[config.mk]
export PLATFORM = sky130hd
export DESIGN_NAME = zion_pipe_flush_ctrl
export DESIGN_NICKNAME = d
export VERILOG_FILES = /design/src/rtl/zion_pipe_flush_ctrl.sv
export SDC_FILE = /design/constraint.sdc
export NUM_CORES = 1
export LEC_CHECK = 0
export ABC_AREA = 1
export BUFFER_PORTS_ARGS = -buffer_cell sky130_fd_sc_hd__buf_2
export CAP_MARGIN = 0
export CORE_ASPECT_RATIO = 1.4
export CORE_MARGIN = 5
export CORE_UTILIZATION = 47
export CTS_CLUSTER_SIZE = 30
export DETAILED_ROUTE_END_ITERATION = 7
export PLACE_DENSITY_LB_ADDON = 0.12
export SLEW_MARGIN = 0
export SYNTH_ARGS = -nofsm -noshare
export SYNTH_HDL_FRONTEND = slang
export SYNTH_SLANG_ARGS = --single-unit
[constraint.sdc]
create_clock -name clk -period 2.3 [get_ports clk]
set_input_delay 0.46 -clock clk [delete_from_list [all_inputs] [get_ports clk]]
set_output_delay 0.46 -clock clk [all_outputs]
set_load 0.005 [all_outputs]
[src/rtl/zion_pipe_flush_ctrl.sv]
// Handshake and clear sequencer for a STAGES-deep pipeline of clear-capable data registers.
// Items shift forward on per-stage load enables, bubbles collapse, and a flush empties the pipe and holds clear.
module zion_pipe_flush_ctrl #(
  parameter int STAGES    = 4,
  parameter int FLUSH_CYC = 2
) (
  input  logic                            clk,
  input  logic                            rst,
  input  logic                            iVld,
  output logic                            oRdy,
  output logic                            oVld,
  input  logic                            iRdy,
  input  logic                            iFlush,
  output logic [STAGES-1:0]               oEn,
  output logic [STAGES-1:0]               oClr,
  output logic [STAGES-1:0]               oStgVld,
  output logic [$clog2(STAGES+1)-1:0]     oCnt,
  output logic                            oBusy
);

  localparam int CW = $clog2(STAGES+1);
  localparam logic [3:0] FLUSH_LD = 4'(FLUSH_CYC);

  typedef enum logic [1:0] {IDLE, RUN, FLUSH} state_t;

  state_t            state;
  logic [STAGES-1:0] stg_vld;
  logic [STAGES-1:0] clr_q;
  logic [CW-1:0]     cnt;
  logic [3:0]        fcnt;

  logic              block;
  logic              lv;
  logic [STAGES:0]   src_all;
  logic [STAGES-1:0] en;
  logic [STAGES-1:0] leave;
  logic [STAGES-1:0] vld_nxt;

  function automatic logic [CW-1:0] popcount(input logic [STAGES-1:0] v);
    logic [CW-1:0] c;
    c = '0;
    for (int i = 0; i < STAGES; i++) begin
      if (v[i]) c = c + CW'(1);
    end
    return c;
  endfunction

  // Enables resolve from the output end backwards: a stage may take its source when it is empty or drained this cycle.
  always_comb begin
    block   = !rst || iFlush || (state == FLUSH);
    src_all = {stg_vld, iVld};
    en      = '0;
    leave   = '0;
    lv      = !block && stg_vld[STAGES-1] && iRdy;
    for (int k = STAGES-1; k >= 0; k--) begin
      leave[k] = lv;
      en[k]    = !block && src_all[k] && (!stg_vld[k] || lv);
      lv       = en[k];
    end
    vld_nxt = (stg_vld & ~leave) | en;
  end

  assign oRdy    = !block && (!stg_vld[0] || leave[0]);
  assign oVld    = !block && stg_vld[STAGES-1];
  assign oEn     = en;
  assign oClr    = clr_q | {STAGES{!rst}};
  assign oStgVld = stg_vld;
  assign oCnt    = cnt;
  assign oBusy   = (state == FLUSH);

  // State register: flush wins over everything, then occupancy advances.
  always_ff @(posedge clk or negedge rst) begin
    if (!rst) begin
      state   <= IDLE;
      stg_vld <= '0;
      cnt     <= '0;
      fcnt    <= '0;
      clr_q   <= '0;
    end else if (iFlush) begin
      state   <= FLUSH;
      fcnt    <= FLUSH_LD;
      stg_vld <= '0;
      cnt     <= '0;
      clr_q   <= '1;
    end else begin
      case (state)
        FLUSH: begin
          if (fcnt <= 4'd1) begin
            state <= IDLE;
            fcnt  <= '0;
            clr_q <= '0;
          end else begin
            fcnt  <= fcnt - 4'd1;
            clr_q <= '1;
          end
        end
        default: begin
          stg_vld <= vld_nxt;
          cnt     <= popcount(vld_nxt);
          clr_q   <= leave & ~en;
          state   <= (|vld_nxt) ? RUN : IDLE;
        end
      endcase
    end
  end

endmodule

* Yosys cells after proc, flatten, opt, wreduce, memory -nomap -nowiden *
Cells that the tools add are included.
W data, S select, Z words.

word-level totals
  input bits = 5
  word-level logic and storage cells = 68
  register bits after elaboration = 17
  output and inout port bits = 18

cells by class
  bitwise operators = 6
  add/sub/neg operators = 4
  magnitude comparators = 1
  eq/ne operators = 3
  muxes and demuxes = 24
  reductions and logical operators = 25

operators by type and width
  operator               count
  $mux W3                11
  $mux W4                8
  $logic_and A1 B1 Y1    11
  $add A3 B1 Y3 const B  3
  $and A4 B4 Y4          2
  $not A4 Y4             2
  $or A4 B4 Y4           2
  $logic_not A1 Y1       6
  $logic_or A1 B1 Y1     6
  $mux W2                3
  $le A4 B1 Y1 const B   1
  $reduce_or A4 Y1       1
  $sub A4 B1 Y4 const B  1
  $ne A3 B2 Y1 const B   1
  $eq A2 B2 Y1 const B   1
  $mux W1                2
  $ne A2 B2 Y1 const B   1
  $reduce_bool A2 Y1     1

* Depth between registers and ports, before layout *
  depth after elaboration = 30
  depth in mapped cells = 21
  mapped depth without buffers = 20

* Worst setup path before layout *
No wires, ideal clock.

  path type = input -> register
  start = input port iFlush
  end = register cnt[1], in the netlist oCnt[1]
  arrival time = 2,362 ps
  cell stages on the path = 18
  required time = 2,184 ps
  buffers on the path = 1
  library setup time = 116 ps
  setup slack = -179 ps
  cell sequence = buf_6 inv_6 nand2_4 nor2_8 o211ai_4 nand2_4 nand2_2 a21oi_1 inv_1 ha_1 nand3b_1 nand2_1 inv_1 ha_1 nand2_1 nand2_1 clkinv_1 nand2_1

between the ends
  longest elaborated chain between the ends = 29
  elaborated cells between the ends (all ways) = 36
  classes of those cells = add/sub: 3; eq/ne: 1; mux: 12; bitwise: 3; reduce/logical: 17

RTL lines
  element                           line    RTL
  from (decl)                       13      input logic iFlush,
  $logic_or A1 B1 Y1 (2 in a row)   50      block = !rst || iFlush || (state == FLUSH);
  $logic_not A1 Y1                  54, 57
  $logic_and A1 B1 Y1 (2 in a row)  54      lv = !block && stg_vld[STAGES-1] && iRdy;
  $logic_or A1 B1 Y1                57      en[k] = !block && src_all[k] && (!stg_vld[k] || lv);
  $logic_and A1 B1 Y1               57
  $logic_or A1 B1 Y1                57
  $logic_and A1 B1 Y1               57
  $logic_or A1 B1 Y1                57
  [11 not listed]                   -
  $add A3 B1 Y3                     43      if (v[i]) c = c + CW'(1);
  $mux W3                           43
  $mux W3                           86      case (state)
  $mux W3                           79      end else if (iFlush) begin
  $add A3 B1 Y3                     43
  $mux W3                           43
  $mux W3                           86
  $mux W3                           79
  to (signal assigned)              99      cnt <= popcount(vld_nxt);
  to (decl)                         29      logic [CW-1:0] cnt;

Several ways; a longest one is shown, not always the timed one. The select of a mux whose other input is x is not followed.
A chain may end at the register's enable or synchronous reset.

* Final worst setup path *
  start = register state[1]
  end = register cnt[1], in the netlist oCnt[1]

between the ends
  longest elaborated chain between the ends = 29
  elaborated cells between the ends (all ways) = 36
  classes of those cells = add/sub: 3; eq/ne: 2; mux: 12; bitwise: 3; reduce/logical: 16

RTL lines
  element                           line    RTL
  from (decl)                       26      state_t state;
  from (signal assigned)            101     state <= (|vld_nxt) ? RUN : IDLE;
  $eq A2 B2 Y1 *                    50, 86
  $logic_or A1 B1 Y1                50
  $logic_not A1 Y1                  54, 57
  $logic_and A1 B1 Y1 (2 in a row)  54
  $logic_or A1 B1 Y1                57
  $logic_and A1 B1 Y1               57
  $logic_or A1 B1 Y1                57
  $logic_and A1 B1 Y1               57
  [12 not listed]                   -
  $add A3 B1 Y3                     43
  $mux W3                           43
  $mux W3                           86
  $mux W3                           79
  $add A3 B1 Y3                     43
  $mux W3                           43
  $mux W3                           86
  $mux W3                           79

Every way passes the cells marked *; elsewhere a longest branch is shown, timed or not. The select of a mux whose other input is x is not followed.

==> flow_summary.yaml <==
synth:
  yosys_warnings: 0
  synth_area_leaders: "dfrtp_1 41%, nand2_1 11%, inv_1 9.1%, ha_1 7.2%, nor2_1 3.6%"
  yosys.area.top_type: "dfrtp_1"
  synthCells: 128
  synth_seq_cells: 17
  async_flop_share_pct: 100
  synth_nets: 139
  synth_edf_count: 0
  ys.flop_type: "dfrtp_1"
  avgSynthCellArea_um2: 8.09
  yosysUniqueCellTypes: 29
  synth.top_cell.area_share_pct: 41.1
  ys_seq_area_share_pct: 41.1
  synth_area_mm2: 0.00104
clocking:
  hold_buffers: 0
  numCtsBuffers: 3
  clk_latency_ns: 0.29
  cts.root.buffer_cell: "clkbuf_4"
  cts_sinks: 17
  clock_path_buffers: 2
  clkTransAtPathRegs_ns: 0.10
  cts_tree: "yes"
  htree_levels: 1
routing:
  vias_per_cell: 4.80
  ant_nets: 0
  drt-wirelength-per-cell_um: 11.5
  drcViolationCount: 0
  vias: 931
  totalWireLength_um: 2230
  dr.pass1.iters: 2
  drtIter0Drc: 9
min_path:
  hp-class: "input pin to asynchronous set/reset pin"
worst_setup_path:
  crit_slowest_cell: "dfrtp_1"
  required_ns: 2.50
  max_stage_delay_ns: 0.39
  reg2reg_slack_ns: 0.08
  worstSetupPathDepth: 19
  crit_type: "flop to flop"
  r2r_start: "state[1]"
  crit_family: "simple AND/OR/NAND/NOR gates"
  reg2reg_depth: 19
  r2r_end: "oCnt[1]"
  path_buf_inv: 3
  crit_arrival_ns: 2.42
  crit_end: "oCnt[1]"
  critPathLaunch: "state[1]"
  setup.worst_path.start_class: "flop"
  crit_path_end_kind: "flop"
  crit_path_max_fanout: 5
  cp_cell_sequence: "inv_2 > nor2_4 > nor2_8 > o211ai_4 > nand2_4 > nand2_4 > nand2_2 > nand2_2 > nand2_2 > nand2_2 > ha_4 > nand3b_1 > nand2_1 > inv_1 > ha_1 > nand2_1 > nand2_1 > clkinv_1 > nand2_1"
finish:
  syn2layout_area_growth_pct: 32.2
  layout_commonest_cell: "nand2_1"
  fin_util_pct: 63.7
  final_cell_mix: "27 x nand2_1, 24 x inv_1, 22 x buf_2, 20 x buf_4, 17 x dfrtp_1"
  fin_nets: 184
  n_fill_cell: 199
  n_antenna_cell: 0
  layout-drive-gt1-share_pct: 39.0
global_route:
  grt_usage_pct: 15.3
  grt_pass1_vias: 943
  overflow: 0
  grt_pass1_wl_um: 3930
  antenna_found_initial: 0
  grt_max_degree: 22
sta:
  relSlewSlack_pct: 72.3
  drv_slew: 0
  holdWs_ns: 0.160
  fmax_mhz: 450
  min_period_ns: 2.22
  finalCritPeriodShare_pct: 96.6
  setup_violations: 0
  worstMarginPinSlew_ns: 0.413
  hold_viol: 0
  rsz0062_at_grt: "true"
  skew_ns: 0.00319
run_status:
  outcome: "finished, final reports clean"
floorplanning:
  io_pins: 23
  dieArea_mm2: 0.00326
  die_y_um: 65.6
  initial_core_util_pct: 48.1
  fp.dieW_um: 49.7
  row_count: 20
  coreArea_mm2: 0.00215
placed_design:
  hpwl_um: 1750
  gp_congestion: 0.803
  portBuffers: 22
job:
  cap_violations: 0
pwr:
  ir_drop_mv: 0.300
  power.leakage_nw: 0.799
  powerDensity_mw_per_mm2: 510
## synthesized netlist by cell type, types with 2 or more instances
master,count
nand2_1,30
inv_1,25
dfrtp_1,17
nor2_1,10
ha_1,6
o21ai_0,5
nand2_2,4
nand3_1,4
a21oi_1,3
inv_2,2
nand2_4,2
nor2_2,2
o21ai_1,2
## sequential cells by signal, indices dropped and copies added, names as in the netlist
register  cells
clr_q         4
fcnt          4
oCnt          3
oStgVld       4
state         2
## final cells by class
type                            instances  area, um^2  share of cell area, %
Clock buffer                            4        26.3                   1.92
Inverter                               29         114                   8.31
Multi-Input combinational cell         80         517                   37.7
Sequential cell                        17         425                   31.1
Tap cell                               22        27.5                   2.01
Timing Repair Buffer                   42         260                   19.0
## worst min path at each step
stage | cells past startpoint | startpoint | endpoint | slack (ns)
floorplan | 0 | rst | clr_q[0] | 0.16
global placement | 2 | oCnt[2] | oCnt[2] | 0.48
detailed placement | 2 | oCnt[2] | oCnt[2] | 0.47
CTS | 2 | rst | clr_q[2] | 0.17
global route | 2 | rst | clr_q[2] | 0.17
finish | 2 | rst | clr_q[2] | 0.16
## routing by layer
| metal | global-route usage [%] | vias to the layer above | routed length [um] |
|---|---|---|---|
| met4 | 6.89 | 0 | 41 |
| met5 | 0 | - | 0 |
| li1 | - | 475 | - |
| met2 | 27.4 | 11 | 1210 |
| met3 | 2.49 | 5 | 60 |
| met1 | 17.2 | 440 | 920 |
## what timing repair did
action                     4_1_cts  5_1_grt
setup buffers                    0        6
resized for setup                0        1
setup endpoints to repair        0        4
## cell families after synthesis
logic type | count (synthesis) | share of synthesized area [%]
buf+inv | 31 | 12.8
xor+xnor | 2 | 1.69
flops | 17 | 41.1
compound gates | 16 | 10.7
simple gates | 56 | 26.4
fa+ha+maj | 6 | 7.25
## per-stage QoR
step	power, mW	cell area [um^2]	instances	TNS, ns	worst slack (ns)
4_1_cts	0.693	1330	188	0	0.0181
2_1_floorplan	0.470	1080	128	-0.0448	-0.0448
5_1_grt	0.748	1370	194	-0.159	-0.0989
6_report	0.699	1370	194	0	0.0776
3_3_place_gp	0.525	1300	184	-0.161	-0.0941
3_5_place_dp	0.528	1300	184	-0.229	-0.130
## power breakdown
part | leakage (nW) | switching (mW) | internal (mW)
logic | 0.566 | 0.105 | 0.0803
clock network | 0.0150 | 0.0995 | 0.0675
registers | 0.218 | 0.0168 | 0.330
(Power assumes the default switching activity.)
